### src/rtl/lock_pkg.sv
// Shared definitions for the password lock sequencer.
// Contents:
//   state_e   - sequencer state encoding (IDLE..LOCKOUT, values visible on state_o)
//   DigitW    - width of one BCD digit
//   KeyMax    - largest key value accepted as a digit
//   bcd_mask  - mask selecting the low 'digits' BCD nibbles of a 32-bit word
package lock_pkg;

  typedef enum logic [2:0] {
    StIdle    = 3'd0,
    StEntry   = 3'd1,
    StCheck   = 3'd2,
    StOpen    = 3'd3,
    StSetPwd  = 3'd4,
    StLockout = 3'd5
  } state_e;

  localparam int unsigned DigitW = 4;
  localparam logic [3:0]  KeyMax = 4'd9;

  function automatic logic [31:0] bcd_mask(input int unsigned digits);
    if (digits >= 8) begin
      return 32'hFFFF_FFFF;
    end
    return (32'd1 << (digits * DigitW)) - 32'd1;
  endfunction

endpackage

### src/rtl/lock_down_timer.sv
// Loadable 8-bit down-counter used for the timed phases of the lock.
// Ports:
//   clk_i      - clock, rising edge
//   rst_i      - synchronous active-high reset (count -> 0)
//   load_i     - load load_val_i this cycle (wins over tick_i)
//   load_val_i - value to load
//   tick_i     - decrement enable; no effect once the count is 0
//   count_o    - current count
//   done_o     - one-cycle pulse: this tick takes the count from 1 to 0
module lock_down_timer (
  input  logic       clk_i,
  input  logic       rst_i,
  input  logic       load_i,
  input  logic [7:0] load_val_i,
  input  logic       tick_i,
  output logic [7:0] count_o,
  output logic       done_o
);

  logic [7:0] cnt_q;

  always_ff @(posedge clk_i) begin
    if (rst_i) begin
      cnt_q <= 8'd0;
    end else if (load_i) begin
      cnt_q <= load_val_i;
    end else if (tick_i && (cnt_q != 8'd0)) begin
      cnt_q <= cnt_q - 8'd1;
    end
  end

  // Combinational so the owner can change state on the same edge the count hits 0.
  assign done_o  = tick_i && !load_i && (cnt_q == 8'd1);
  assign count_o = cnt_q;

endmodule

### src/rtl/lock_seq_ctrl.sv
// Password lock sequencer: collects BCD digits, checks them against the stored
// password, drives the lock actuator and alarm, counts failures and enforces a
// lockout period. Timed phases run off the 1 Hz 'tick' strobe.
// Optional feature: define LOCK_IDLE_TIMEOUT_EN to abandon an entry (ENTRY or
// SETPWD) after IDLE_SEC ticks without an accepted digit; in ENTRY this counts
// as a failed attempt.
// Ports:
//   clk, rst         - clock and synchronous active-high reset
//   tick             - one-cycle time-base strobe
//   key_valid/key_val - digit strobe and value (10..15 ignored)
//   key_enter, key_clr, key_set - submit, discard, change-password strobes
//   unlocked, alarm  - registered actuator and alarm outputs
//   state_o          - current state encoding
//   digit_cnt, err_cnt - digits in current entry, consecutive failures
//   sec_left         - remaining ticks of OPEN/LOCKOUT, else 0
module lock_seq_ctrl
  import lock_pkg::*;
#(
  parameter int unsigned DIGITS   = 4,
  parameter int unsigned MAX_ERR  = 3,
  parameter int unsigned OPEN_SEC = 5,
  parameter int unsigned LOCK_SEC = 10,
  parameter int unsigned IDLE_SEC = 8,
  parameter logic [31:0] INIT_PWD = 32'h0000_1234
) (
  input  logic       clk,
  input  logic       rst,
  input  logic       tick,
  input  logic       key_valid,
  input  logic [3:0] key_val,
  input  logic       key_enter,
  input  logic       key_clr,
  input  logic       key_set,
  output logic       unlocked,
  output logic       alarm,
  output logic [2:0] state_o,
  output logic [3:0] digit_cnt,
  output logic [3:0] err_cnt,
  output logic [7:0] sec_left
);

  localparam logic [31:0] CmpMask   = bcd_mask(DIGITS);
  localparam logic [3:0]  DigitsMax = 4'(DIGITS);

  state_e      state_q;
  logic [31:0] entry_q;
  logic [31:0] pwd_q;
  logic [3:0]  digit_cnt_q;
  logic [3:0]  err_cnt_q;
  logic        unlocked_q;
  logic        alarm_q;

  logic        digit_ok;
  logic        full;
  logic        match;
  logic [3:0]  err_inc;
  logic        fail_lock;
  logic        take_digit;
  logic        tmr_load;
  logic [7:0]  tmr_val;
  logic        tmr_done;
  logic        idle_done;

  // Key decode; kept apart from timer control so idle_done does not loop back.
  always_comb begin
    digit_ok   = key_valid && (key_val <= KeyMax) && (digit_cnt_q < DigitsMax);
    full       = (digit_cnt_q == DigitsMax);
    match      = full && ((entry_q & CmpMask) == (pwd_q & CmpMask));
    err_inc    = err_cnt_q + 4'd1;
    fail_lock  = (err_inc == 4'(MAX_ERR));
    take_digit = 1'b0;
    case (state_q)
      StIdle:   take_digit = digit_ok;
      StEntry:  take_digit = !key_clr && !key_enter && digit_ok;
      // A short key_enter is ignored, so a digit in the same cycle still counts.
      StSetPwd: take_digit = !key_clr && !(key_enter && full) && digit_ok;
      default:  take_digit = 1'b0;
    endcase
  end

  // Phase timer control: loaded leaving CHECK, cleared on key_set, and loaded
  // with the lockout period when an idle timeout trips the failure limit.
  always_comb begin
    tmr_load = 1'b0;
    tmr_val  = 8'd0;
    case (state_q)
      StCheck: begin
        tmr_load = 1'b1;
        if (match) begin
          tmr_val = 8'(OPEN_SEC);
        end else if (fail_lock) begin
          tmr_val = 8'(LOCK_SEC);
        end
      end
      StOpen: begin
        if (key_set) begin
          tmr_load = 1'b1;
        end
      end
      StEntry: begin
        if (!key_clr && !key_enter && idle_done && fail_lock) begin
          tmr_load = 1'b1;
          tmr_val  = 8'(LOCK_SEC);
        end
      end
      default: ;
    endcase
  end

  lock_down_timer u_phase_tmr (
    .clk_i      (clk),
    .rst_i      (rst),
    .load_i     (tmr_load),
    .load_val_i (tmr_val),
    .tick_i     (tick),
    .count_o    (sec_left),
    .done_o     (tmr_done)
  );

`ifdef LOCK_IDLE_TIMEOUT_EN
  logic       idle_load;
  logic [7:0] idle_count;

  // Reload on entering ENTRY (first digit) or SETPWD, and on every accepted digit.
  assign idle_load = take_digit || ((state_q == StOpen) && key_set);

  lock_down_timer u_idle_tmr (
    .clk_i      (clk),
    .rst_i      (rst),
    .load_i     (idle_load),
    .load_val_i (8'(IDLE_SEC)),
    .tick_i     (tick),
    .count_o    (idle_count),
    .done_o     (idle_done)
  );
`else
  assign idle_done = 1'b0;
`endif

  always_ff @(posedge clk) begin
    if (rst) begin
      state_q     <= StIdle;
      entry_q     <= 32'd0;
      pwd_q       <= INIT_PWD;
      digit_cnt_q <= 4'd0;
      err_cnt_q   <= 4'd0;
      unlocked_q  <= 1'b0;
      alarm_q     <= 1'b0;
    end else begin
      case (state_q)
        StIdle: begin
          if (take_digit) begin
            entry_q     <= {28'd0, key_val};
            digit_cnt_q <= 4'd1;
            state_q     <= StEntry;
          end
        end
        StEntry: begin
          if (key_clr) begin
            entry_q     <= 32'd0;
            digit_cnt_q <= 4'd0;
            state_q     <= StIdle;
          end else if (key_enter) begin
            state_q <= StCheck;
          end else if (idle_done) begin
            entry_q     <= 32'd0;
            digit_cnt_q <= 4'd0;
            err_cnt_q   <= err_inc;
            if (fail_lock) begin
              state_q <= StLockout;
              alarm_q <= 1'b1;
            end else begin
              state_q <= StIdle;
            end
          end else if (take_digit) begin
            entry_q     <= {entry_q[31-DigitW:0], key_val};
            digit_cnt_q <= digit_cnt_q + 4'd1;
          end
        end
        StCheck: begin
          entry_q     <= 32'd0;
          digit_cnt_q <= 4'd0;
          if (match) begin
            err_cnt_q  <= 4'd0;
            state_q    <= StOpen;
            unlocked_q <= 1'b1;
          end else begin
            err_cnt_q <= err_inc;
            if (fail_lock) begin
              state_q <= StLockout;
              alarm_q <= 1'b1;
            end else begin
              state_q <= StIdle;
            end
          end
        end
        StOpen: begin
          if (key_set) begin
            state_q <= StSetPwd;
          end else if (tmr_done) begin
            state_q    <= StIdle;
            unlocked_q <= 1'b0;
          end
        end
        StSetPwd: begin
          if (key_clr || (key_enter && full) || idle_done) begin
            if (!key_clr && key_enter && full) begin
              pwd_q <= entry_q;
            end
            entry_q     <= 32'd0;
            digit_cnt_q <= 4'd0;
            state_q     <= StIdle;
            unlocked_q  <= 1'b0;
          end else if (take_digit) begin
            entry_q     <= {entry_q[31-DigitW:0], key_val};
            digit_cnt_q <= digit_cnt_q + 4'd1;
          end
        end
        StLockout: begin
          if (tmr_done) begin
            state_q   <= StIdle;
            alarm_q   <= 1'b0;
            err_cnt_q <= 4'd0;
          end
        end
        default: begin
          // Unused encodings fall back to a clean IDLE.
          state_q     <= StIdle;
          entry_q     <= 32'd0;
          digit_cnt_q <= 4'd0;
          unlocked_q  <= 1'b0;
          alarm_q     <= 1'b0;
        end
      endcase
    end
  end

  assign unlocked  = unlocked_q;
  assign alarm     = alarm_q;
  assign state_o   = state_q;
  assign digit_cnt = digit_cnt_q;
  assign err_cnt   = err_cnt_q;

endmodule

### config.mk
export PLATFORM = sky130hd
export DESIGN_NAME = lock_seq_ctrl
export DESIGN_NICKNAME = d
export VERILOG_FILES = /design/src/rtl/lock_pkg.sv /design/src/rtl/lock_down_timer.sv /design/src/rtl/lock_seq_ctrl.sv
export SDC_FILE = /design/constraint.sdc
export NUM_CORES = 1
export LEC_CHECK = 0
export ABC_AREA = 1
export CAP_MARGIN = 10
export CELL_PAD_IN_SITES_DETAIL_PLACEMENT = 1
export CELL_PAD_IN_SITES_GLOBAL_PLACEMENT = 1
export CORE_ASPECT_RATIO = 0.8
export CORE_MARGIN = 1.5
export CORE_UTILIZATION = 43
export DETAILED_ROUTE_END_ITERATION = 6
export PLACE_DENSITY_LB_ADDON = 0.1
export SKIP_LAST_GASP = 1
export SLEW_MARGIN = 20
export SYNTH_ARGS = -nofsm -noshare
export SYNTH_HDL_FRONTEND = slang
export SYNTH_SLANG_ARGS = --single-unit
export TNS_END_PERCENT = 100
### constraint.sdc
create_clock -name clk -period 3.4 [get_ports clk]
set_input_delay 0.34 -clock clk [delete_from_list [all_inputs] [get_ports clk]]
set_output_delay 0.34 -clock clk [all_outputs]
set_load 0.1 [all_outputs]
==> results of run 1 <==
==> routing by layer <==
layer  wire, um  vias up  GRT usage [%]
li1           -     1265              -
met2       3330       41           39.9
met5          0        -              0
met1       3720     1237           31.6
met3        210        4           3.21
met4         42        0           4.69
==> layout make-up <==
type	count	area, um2
multi-input cells	280	1430
well taps	81	101
inverters	35	134
flip-flops and latches	53	1060
repair buffers	34	333
fillers	752	2800
clock buffers	6	72.6
clock inverters	2	38.8
==> metrics by stage <==
step	power [uW]	cells	cell area, um2	utilization, %	worst slack [ps]
after detailed placement	1630	483	3060	51.2	1200
after global routing	2160	491	3170	53.1	929
after floorplan	1430	376	2680	-	1040
after global placement	1600	483	3060	51.2	1270
final	2050	491	3170	53.1	994
after CTS	2060	491	3170	53.1	974
==> synthesized netlist by cell type (all sizes together) <==
master	count	area share, %
ha	6	2.8
nand4	4	0.93
clkbuf	4	0.56
xor2	8	2.6
dfxtp	53	40
buf	4	1.3
or2	1	0.23
o211ai	2	0.56
inv	35	5.0
nand3	26	5.0
o21a	1	0.28
nand3b	1	0.28
nor3	17	4.7
xnor2	9	2.9
o21ai	29	6.1
nand2	69	11
a21oi	16	3.1
nor2	90	13
a31oi	1	0.23
==> report_power, final <==
part | internal, uW | leakage (uW) | switching [uW]
Sequential | 685 | 0.000431 | 76.7
Clock | 222 | 0.0000554 | 216
Combinational | 226 | 0.000887 | 624
Total | 1130 | 0.00137 | 916
==> sequential cells by signal (all words and copies together), names as in the netlist <==
signal,count
entry_q,16
pwd_q,16
u_phase_tmr.count_o,8
digit_cnt,4
err_cnt,4
state_o,3
alarm,1
unlocked,1
==> cells by family (layout without fill, tap and decap cells) <==
group | count (synthesis) | after routing | synth area share (%)
AOI/OAI and AO/OA | 49 | 49 | 10.3
DFF | 53 | 53 | 39.6
adders and majority gates | 6 | 6 | 2.80
xor gates and xnor gates | 17 | 17 | 5.56
and+or+nand+nor | 208 | 208 | 34.8
buffers and inverters | 43 | 77 | 6.87
==> tightest hold or removal path, stage by stage (launching register included) <==
cell and delay (ps):
dfxtp_1 340, nand2_1 60, nand3_1 50
==> path summary, 6_finish.rpt <==
kind / start / to / slack, ps / cells past startpoint
worst min-delay path: pwd_q[2] / pwd_q[2] / 490 / 2
worst min register to register: pwd_q[2] / pwd_q[2] / 490 / 2
worst max-delay path: state_o[2] / state_o[2] / 990 / 1
worst max register to register: digit_cnt[0] / digit_cnt[1] / 1430 / 9
==> results.cfg, run 1 <==
[sta]
maxSlewViolCount = 0
final.min_clock_period_ps = 2410
worst_clock_skew_ps = 8.81
hold_viol = 0
fin_hold_ws_ps = 490
rsz0062_at_grt = false
relSlewSlack_pct = 34.5
worst_slew_pin_slew_ps = 979
fin_crit_sh_pct = 70.8
tns_ps = 0
fmax_mhz = 416
setup_violations = 0

[cells_and_area]
nNetsFinal = 426
layout_common_cells = nor2_1 (86), nand2_1 (63), dfxtp_1 (53), inv_1 (32), clkdlybuf4s50_1 (31)
diodes = 0
drive_above_1_share_pct = 8.78
final_common_cell = nor2_1
syn2layout_area_growth_pct = 18.5

[clock_network]
cts_tree = yes
cts_setup_buffers = 0
cts_hold_buf = 0
cts_buffer_depth = 2
cts_buffers = 5
cts_root_buffer = clkbuf_8
cts_sinks = 53
insertion_delay_ps = 310
clk_pin_slew_worst_paths_ps = 100
post_cts_resize_count = 0
h-tree-depth = 2

[route]
vias_per_cell = 5.19
detail-route-antenna-nets = 0
drt_pass1_iterations = 5
routedWlPerCell_um = 14.9
drt_iter0_markers = 141
drt-total-wl_mm = 7.31
via_count = 2547
drc = 0

[synthesis]
synth_seq_cells = 53
synth_fp_nets = 393
syn-cell-area_um2 = 2680
synth_area_per_cell_um2 = 7.12
syn_inst = 376
yosysUniqueCellTypes = 32
ys_seq_area_share_pct = 39.6
ys_warn_count = 0

[worst_hold_path]
min_path_type = flip-flop to flip-flop

[global_routing]
grt_max_degree = 20
grt_pass1_wl_mm = 12.4
grt_pass1_vias = 2575
antenna_found_initial = 0
gr-total-overflow = 0
grt_use_total_pct = 23.3

[setup_path]
cp_slowest_cell = clkdlybuf4s50_1
cp_max_fo = 8
start_kind = flip-flop
cp_data_arrival_time_ps = 2070
max_stage_delay_ps = 1210
required_ps = 3060
cp-end-kind = output pin
cpLargestDelayFamily = buffers and inverters
path_class = flip-flop to output pin
path_cells = clkdlybuf4s50_1
cp.buffers_inverters = 1

[job]
cap_violations = 0

[power_and_ir_drop]
p_per_area_nw_per_um2 = 646
vdd_drop_max_v = 0.000192
leakage_uw = 0.00137

[floorplan]
coreArea_um2 = 5970
initial_core_util_pct = 44.8
ioPinCount = 32
die_w_um = 91.2
rows = 25
dieArea_um2 = 6710
die_h_um = 73.6

[placed_design]
dp_hpwl_mm = 5.45
gp_routability_congestion = 0.825
port-buffer-count = 31

[run_status]
status = complete, no violations
Power figures use the tool's default switching activity.
==> run 2: changes to the inputs <==
- CORE_UTILIZATION: 43 -> 36
- clock period: 3.4 -> 2.1 ns (I/O delays scaled with it)
==> run 2 against run 1 <==
Non-clock buffer count grew 3. First-iteration DRC count shrank 58%. Sequential power grew 63%. Register-to-register slack lost 1200 ps. Die area grew 19%. Sequential cell count is the same.
==> results.cfg, run 2 (same netlist as run 1, synthesis figures left out) <==
[route]
detail-route-antenna-nets = 0
drt_iter0_markers = 59
vias_per_cell = 4.94
drt-total-wl_mm = 6.96
drt_pass1_iterations = 4
routedWlPerCell_um = 13.9
via_count = 2471
drc = 0

[sta]
hold_viol = 0
worst_clock_skew_ps = 4.78
fmax_mhz = 544
maxSlewViolCount = 0
tns_ps = 0
final.min_clock_period_ps = 1840
worst_slew_pin_slew_ps = 506
setup_violations = 0
relSlewSlack_pct = 66.2
rsz0062_at_grt = false
fin_crit_sh_pct = 87.6

[cells_and_area]
final_common_cell = nor2_1
nNetsFinal = 429
fillCellCount = 894
syn2layout_area_growth_pct = 19.4
regArea_um2 = 1070
multi_input_area_um2 = 1430
drive_above_1_share_pct = 16.5
layout_common_cells = nor2_1 (86), nand2_1 (63), dfxtp_1 (46), inv_1 (32), buf_4 (26)
finish.instance_area_um2 = 3200
diodes = 0

[job]
cap_violations = 0

[worst_hold_path]
min_path_type = flip-flop to flip-flop

[floorplan]
ioPinCount = 32
rows = 27
die_h_um = 80.1
die_w_um = 99.4
initial_core_util_pct = 38.1
coreArea_um2 = 7030
dieArea_um2 = 7960

[setup_path]
cp_max_fo = 6
required_ps = 2310
path_class = flip-flop to flip-flop
start_kind = flip-flop
cp-end-kind = flip-flop
cp_data_arrival_time_ps = 2050

[run_status]
status = complete, no violations

[placed_design]
dp_hpwl_mm = 5.35
gp_routability_congestion = 0.834
port-buffer-count = 31
placed_area_um2 = 3060

[clock_network]
cts_sinks = 53
h-tree-depth = 2
clk_pin_slew_worst_paths_ps = 100
cts_setup_buffers = 0
cts_buffer_depth = 2
insertion_delay_ps = 300
cts_root_buffer = clkbuf_8
post_cts_resize_count = 0
cts_buffers = 5
cts_tree = yes
cts_hold_buf = 0

[global_routing]
gr-total-overflow = 0
antenna_found_initial = 0
grt_pass1_vias = 2479
grt_pass1_wl_mm = 11.8
grt_use_total_pct = 18.6
grt_max_degree = 19

[power_and_ir_drop]
p_per_area_nw_per_um2 = 1070
vdd_drop_max_v = 0.000486
leakage_uw = 0.00145
## run 2: per-stage QoR
step	power [uW]	hold WS, ps	utilization, %	worst slack, ps	instances
global route	3630	504	45.5	25.1	500
global placement	2600	458	43.5	162	492
finish	3420	484	45.5	261	500
CTS	3460	488	45.5	230	500
detailed placement	2620	469	43.5	80.4	492
floorplan	2320	357	-	6.38	376
## run 2: final timing paths
check / start / end / slack [ps] / cells past startpoint
min reg2reg: digit_cnt[3] / digit_cnt[3] / 480 / 2
min: digit_cnt[3] / digit_cnt[3] / 480 / 2
max: digit_cnt[0] / state_o[2] / 260 / 11
max reg2reg: digit_cnt[0] / state_o[2] / 260 / 11
## run 2: area by class of cell
cell class | instances | area share, %
Multi-Input combinational cell | 280 | 44.8
Sequential cell | 53 | 33.5
Timing Repair Buffer | 37 | 9.86
Inverter | 35 | 4.19
Tap cell | 87 | 3.41
Clock buffer | 5 | 2.15
Clock inverter | 3 | 2.15
## run 2: power by group
part           leakage [uW]  switching (uW)  total, uW  internal (uW)
Combinational      0.000946            1000       1350            352
Clock             0.0000687             354        834            480
Sequential         0.000433             123       1240           1110
Total               0.00145            1480       3420           1950
## run 2: critical path, stage by stage, from the launching register on
cell	delay [ps]
dfxtp_2	370
inv_1	80
ha_1	160
nand3_1	100
inv_1	110
nand3_1	80
nor2_1	150
nand3_1	240
nand3_1	240
nand4_1	120
nand2_1	70
inv_1	40
## run 2: per-layer routing
layer  vias up  part of all wire [%]  global-route usage (%)
met1      1163                    55                    26.6
met5         -                     0                       0
li1       1271                     -                       -
met4         0                  0.82                    5.35
met3         4                   2.4                    2.87
met2        33                    42                    29.0
==> run 3: changes to the inputs <==
- CTS_CLUSTER_DIAMETER: not set -> 200
- HOLD_SLACK_MARGIN: not set -> 0.15
==> results of run 3 <==
Same layout as run 2: the final DEF is identical, and so are final timing and power.
